--- config.mk ---
export PLATFORM = sky130hd
export DESIGN_NAME = tx_mux_scheduler
export DESIGN_NICKNAME = d
export VERILOG_FILES = /design/src/rtl/tx_mux_pkg.sv /design/src/rtl/tx_mux_scheduler_rr_pick3.sv /design/src/rtl/tx_mux_scheduler.sv
export SDC_FILE = /design/constraint.sdc
export NUM_CORES = 1
export LEC_CHECK = 0
export CORE_MARGIN = 4
export CORE_UTILIZATION = 45
export CTS_CLUSTER_DIAMETER = 80
export DETAILED_ROUTE_END_ITERATION = 16
export GPL_TIMING_DRIVEN = 0
export PLACE_DENSITY = 0.78
export SETUP_SLACK_MARGIN = 0.5
export SLEW_MARGIN = 25
export SYNTH_ARGS = -nofsm -noshare
export SYNTH_HDL_FRONTEND = slang
export SYNTH_SLANG_ARGS = --single-unit
--- constraint.sdc ---
create_clock -name clk -period 2.6 [get_ports clk]
set_input_delay 0.65 -clock clk [delete_from_list [all_inputs] [get_ports clk]]
set_output_delay 0.65 -clock clk [all_outputs]
set_load 0.03 [all_outputs]
--- src/rtl/tx_mux_pkg.sv ---
// Shared types, constants and small helpers for the transmit mux scheduler.
package tx_mux_pkg;

    typedef enum logic [1:0] {
        IDLE = 2'b00,
        SEND = 2'b01,
        GAP  = 2'b10
    } state_e;

    localparam int         NUM_SRC  = 3;
    localparam logic [1:0] SEL_IDLE = 2'b11;
    localparam logic [1:0] SRC_CODE_0 = 2'b00;
    localparam logic [1:0] SRC_CODE_1 = 2'b01;
    localparam logic [1:0] SRC_CODE_2 = 2'b10;

    // Source index plus offset, wrapped modulo three (inputs never exceed 2).
    function automatic logic [1:0] src_add(input logic [1:0] a, input logic [1:0] k);
        logic [2:0] s;
        s = {1'b0, a} + {1'b0, k};
        s = (s >= 3'd3) ? (s - 3'd3) : s;
        return s[1:0];
    endfunction

    // Mux select code for a source; anything else parks the mux on the idle leg.
    function automatic logic [1:0] src_code(input logic [1:0] idx);
        logic [1:0] code;
        case (idx)
            2'd0:    code = SRC_CODE_0;
            2'd1:    code = SRC_CODE_1;
            2'd2:    code = SRC_CODE_2;
            default: code = SEL_IDLE;
        endcase
        return code;
    endfunction

endpackage

--- src/rtl/tx_mux_scheduler_rr_pick3.sv ---
// Combinational round-robin picker over three requesters, starting at ptr.
module rr_pick3
    import tx_mux_pkg::*;
(
    input  logic [2:0] req,
    input  logic [1:0] ptr,
    output logic       found,
    output logic [1:0] idx
);

    logic [1:0] cand_s;

    // Scan from the farthest candidate back to ptr so the nearest requester wins.
    always_comb begin
        found  = 1'b0;
        idx    = 2'b00;
        cand_s = 2'b00;
        for (int k = NUM_SRC - 1; k >= 0; k--) begin
            cand_s = src_add(ptr, 2'(k));
            found  = found | req[cand_s];
            idx    = req[cand_s] ? cand_s : idx;
        end
    end

endmodule

--- src/rtl/tx_mux_scheduler.sv ---
// Grants one frame or burst at a time to one of three symbol sources, drives the
// 4:1 mux select and a one-hot consume strobe, and forces one idle cycle between grants.
module tx_mux_scheduler
    import tx_mux_pkg::*;
#(
    parameter int BURST_MAX = 4,
    parameter int CNT_W     = 3
) (
    input  logic       clk,
    input  logic       rst_n,
    input  logic       en,
    input  logic [2:0] req,
    input  logic [2:0] last,
    output logic       sB,
    output logic       sA,
    output logic [2:0] grant,
    output logic       out_valid,
    output logic       busy
);

    state_e           state_r, state_s;
    logic [1:0]       owner_r, owner_s;
    logic [1:0]       rr_ptr_r, rr_ptr_s;
    logic [1:0]       sel_r, sel_s;
    logic [CNT_W-1:0] cnt_r, cnt_s;
    logic             found_s;
    logic [1:0]       win_s;
    logic [2:0]       grant_s;
    logic             take_s;
    logic             release_s;

    rr_pick3 u_pick (
        .req   (req),
        .ptr   (rr_ptr_r),
        .found (found_s),
        .idx   (win_s)
    );

    // Consume strobe for the current owner and the end-of-grant decision.
    always_comb begin
        grant_s = 3'b000;
        if (state_r == SEND) begin
            grant_s[owner_r] = en & req[owner_r];
        end else begin
            grant_s = 3'b000;
        end
        take_s    = |grant_s;
        release_s = take_s & (last[owner_r] | (cnt_r == CNT_W'(BURST_MAX - 1)));
    end

    // Next-state logic: arbitrate when idle or in the gap, hold through stalls while sending.
    always_comb begin
        state_s  = state_r;
        owner_s  = owner_r;
        rr_ptr_s = rr_ptr_r;
        cnt_s    = cnt_r;
        sel_s    = sel_r;
        case (state_r)
            IDLE, GAP: begin
                if (en && found_s) begin
                    state_s = SEND;
                    owner_s = win_s;
                    sel_s   = src_code(win_s);
                    cnt_s   = {CNT_W{1'b0}};
                end else begin
                    state_s = IDLE;
                    sel_s   = SEL_IDLE;
                    cnt_s   = {CNT_W{1'b0}};
                end
            end
            SEND: begin
                if (release_s) begin
                    state_s  = GAP;
                    rr_ptr_s = src_add(owner_r, 2'd1);
                    sel_s    = SEL_IDLE;
                    cnt_s    = {CNT_W{1'b0}};
                end else if (take_s) begin
                    cnt_s = cnt_r + CNT_W'(1);
                end else begin
                    cnt_s = cnt_r;
                end
            end
            default: begin
                state_s = IDLE;
                sel_s   = SEL_IDLE;
                cnt_s   = {CNT_W{1'b0}};
            end
        endcase
    end

    // State, ownership, pointer, burst counter and select registers.
    always_ff @(posedge clk or negedge rst_n) begin
        if (!rst_n) begin
            state_r  <= IDLE;
            owner_r  <= 2'd0;
            rr_ptr_r <= 2'd0;
            cnt_r    <= {CNT_W{1'b0}};
            sel_r    <= SEL_IDLE;
        end else begin
            state_r  <= state_s;
            owner_r  <= owner_s;
            rr_ptr_r <= rr_ptr_s;
            cnt_r    <= cnt_s;
            sel_r    <= sel_s;
        end
    end

    assign sB        = sel_r[1];
    assign sA        = sel_r[0];
    assign grant     = grant_s;
    assign out_valid = take_s;
    assign busy      = (state_r != IDLE);

endmodule

==> results.md <==
* Post-DP Area at 1050 um^2
* First-pass GRT wire length at 3400 um
* Die ar. at 2690 um^2
* Antenna violations before repair at 0
* Gr ovfl total at 0
* Post-synthesis net count at 105
* Hold Slack at 0.507 ns
* Synth cell types at 38
* Synthesized area at 865 um^2
* Crit path kind: in2out
* Vias in the first global route at 749
* WP data arrival at 1.59 ns
* Clock share of power at 9.0%
* Largest delay share family, worst path: simple AND/OR/NAND/NOR gates
* Fin worst setup slack at 0.358 ns
* Startpoint Class: input pin
* WP buf/inv at 2
* Antenna cells at 0
* Max-cap violations at 0
* Share of the synthesized area in the top cell type at 26.0%
* Slew Limit Fails at 0
* Initial core utilization at 49.0%
* Largest net degree at the start of global routing at 12
* Hpwl dp at 1500 um
* Worst path slowest cell: and4b_2
* Switch share at 45.5%
* Design internal power at 0.682 mW
* Wire per inst at 15.9 um
* Clock latency on the worst-skew pair at 0.26 ns
* Yosys Warn Count at 0
* Slowest cell delay on critical path at 0.27 ns
* Endpoints failing setup at 0
* Post-layout min period at 2.24 ns
* Clock slew at reported path FFs at 0.07 ns
* Commonest cells after routing, fill and taps aside: 9 x buf_4, 7 x dfrtp_1, 6 x inv_1, 6 x ha_1, 6 x buf_6
* Via count at 775
* Routed Antenna Nets at 0
* I/O pin count at 16
* Layout cell share with drive strength beyond 1 at 41.7%
* CTS tree: done
* Final WL at 2230 um
* Worst-Margin Slew at 0.465 ns
* Main synth FF type: dfrtp_1
* Routability cong. at 0.744
* All-layer global routing usage at 17.0%
* Sequential Power Share at 23.3%
* Worst endpoint required time at 1.95 ns
* CTS sink count at 11
* Rows at 15
* Max FO, Critical Path at 6
* Min-delay worst type: reg2reg
* Yosys reg bits at 11
* CTS Buf Count at 3
* Clk_skew at 0.00235 ns
* Layout area overhead at 39.8%
* Clock Tree Buf Depth at 2
* Power Total at 1.25 mW
* Worst slack at placement at -0.572 ns
* Slew margin rel. at 68.9%
* Area leader, netlist: dfrtp_1
* RSZ-0062 raised after global routing: true
* Outcome: complete, no violations
* Combinational share of power at 67.8%
* Hold Violations, Final at 0
* PD cells at 1030 nW/um^2
* Core area at 1760 um^2
* H-tree Lvls at 1
* Cts hold-fix bufs at 0
* Setup TNS at 0 ns
* Mapped Cells at 87
* Async set-or-reset flop fraction in the synthesized netlist at 100%
* Cells after DPL at 127
* Fin crit share at 86.2%
* Most common cell after layout, fill and taps aside: buf_4
* Sw power at 0.569 mW
* Die height at 51.8 um
* Synthesized area per cell at 9.94 um^2
* Via density at 5.54
* Root buffer cell: clkbuf_4
* DIE WIDTH at 51.8 um
* Most frequent CP cell: buf_6
* Cell Chain, Critical Path: buf_6 > and4b_2 > a22o_4 > and2_4 > buf_6
* Worst vdd rail ir drop at 573 uV
* Final instance area at 1210 um^2
* Fin cells at 140
* 1st-iter DRT viols at 9
* Ranking of synthesized cells by area: dfrtp_1 26%, ha_1 13%, dfstp_2 6.1%
* Buffers on Ports at 15
* DRC at 0
* Static Leak at 0.549 nW
* Fmax achieved at 446 MHz
* Detailed Routing Iterations Pass 1 at 3
* # nets final at 134
* Crit end category: output pin
* Fraction of the yosys area taken by sequential cells at 32.1%
* EDFF count, synth at 0
* Final Core Density at 68.5%
## registers in the layout, indices dropped and copies added (netlist names)
signal,count
owner_r,2
state_r,2
sel_r,2
rr_ptr_r,2
cnt_r,3
## kinds of logic (layout without fill, tap and decap cells)
group / after synthesis / count (layout) / share of synthesized area (%)
simple gates: 23 / 23 / 18.7
buf+inv: 10 / 38 / 4.34
flops: 11 / 11 / 32.1
compound gates: 26 / 26 / 21.7
fa+ha+maj: 9 / 9 / 13.0
mux: 8 / 8 / 10.1
## worst register-to-register path: cells and delay by family (launching register included)
kind / cells / cell delay, ns
AO/OA/AOI/OAI: 3 / 0.76
adder cells (fa/ha/maj): 1 / 0.24
buffers and inverters: 2 / 0.32
flip-flops: 1 / 0.38
AND/OR/NAND/NOR: 1 / 0.18
## layout make-up
type                    instances  area (um^2)
plain buffers                   2         8.76
clock buffers                   3         22.5
clock inverters                 1         5.00
fillers                       140          556
inverters                       8         32.5
multi-input cells              66          607
flip-flops and latches         11          280
well taps                      25         31.3
repair buffers                 24          221
## power groups by stage
stage / Sequential [mW] / Combinational, mW / Clock, mW
6_report: 0.291 / 0.847 / 0.112
5_1_grt: 0.298 / 0.914 / 0.129
4_1_cts: 0.286 / 0.760 / 0.119
3_5_place_dp: 0.288 / 0.673 / 0
3_3_place_gp: 0.282 / 0.650 / 0
2_1_floorplan: 0.295 / 0.475 / 0
## routing by layer
metal	share of wire (%)	wire length, um	vias to the layer above	GRT usage, %
li1	-	-	376	-
met5	0	0	-	0
met3	2.1	47	4	2.58
met1	50	1110	380	24.4
met4	0.85	19	0	6.55
met2	47	1050	15	25.3
## synth_stat cells, drive strengths merged (2+ instances only)
master / n
and2: 3
dfrtp: 9
nor2: 4
dfstp: 2
mux2i: 5
mux2: 3
nand2b: 2
o21a: 2
a21oi: 5
clkbuf: 2
o21ai: 5
nand4b: 2
or3: 2
a2bb2oi: 2
inv: 8
a31oi: 2
a22oi: 3
ha: 9
## path summary, 6_finish.rpt
kind,start,to,slack [ns],cells after the start
hold reg to reg,sel_r[0],sel_r[0],0.51,1
max in group asynchronous,rst_n,owner_r[1],1.56,1
setup reg to reg,rr_ptr_r[0],state_r[0],0.59,7
hold / removal,sel_r[0],sel_r[0],0.51,1
setup / recovery,req[1],grant[1],0.36,5
min in group asynchronous,rst_n,state_r[0],0.70,1
## what timing repair did
action / CTS / global route
endpoints found under the setup margin: 8 / 7
setup buffers: 6 / 3
resized for setup: 63 / 11
pin swaps: 5 / 5
(Power assumes the default switching activity.)
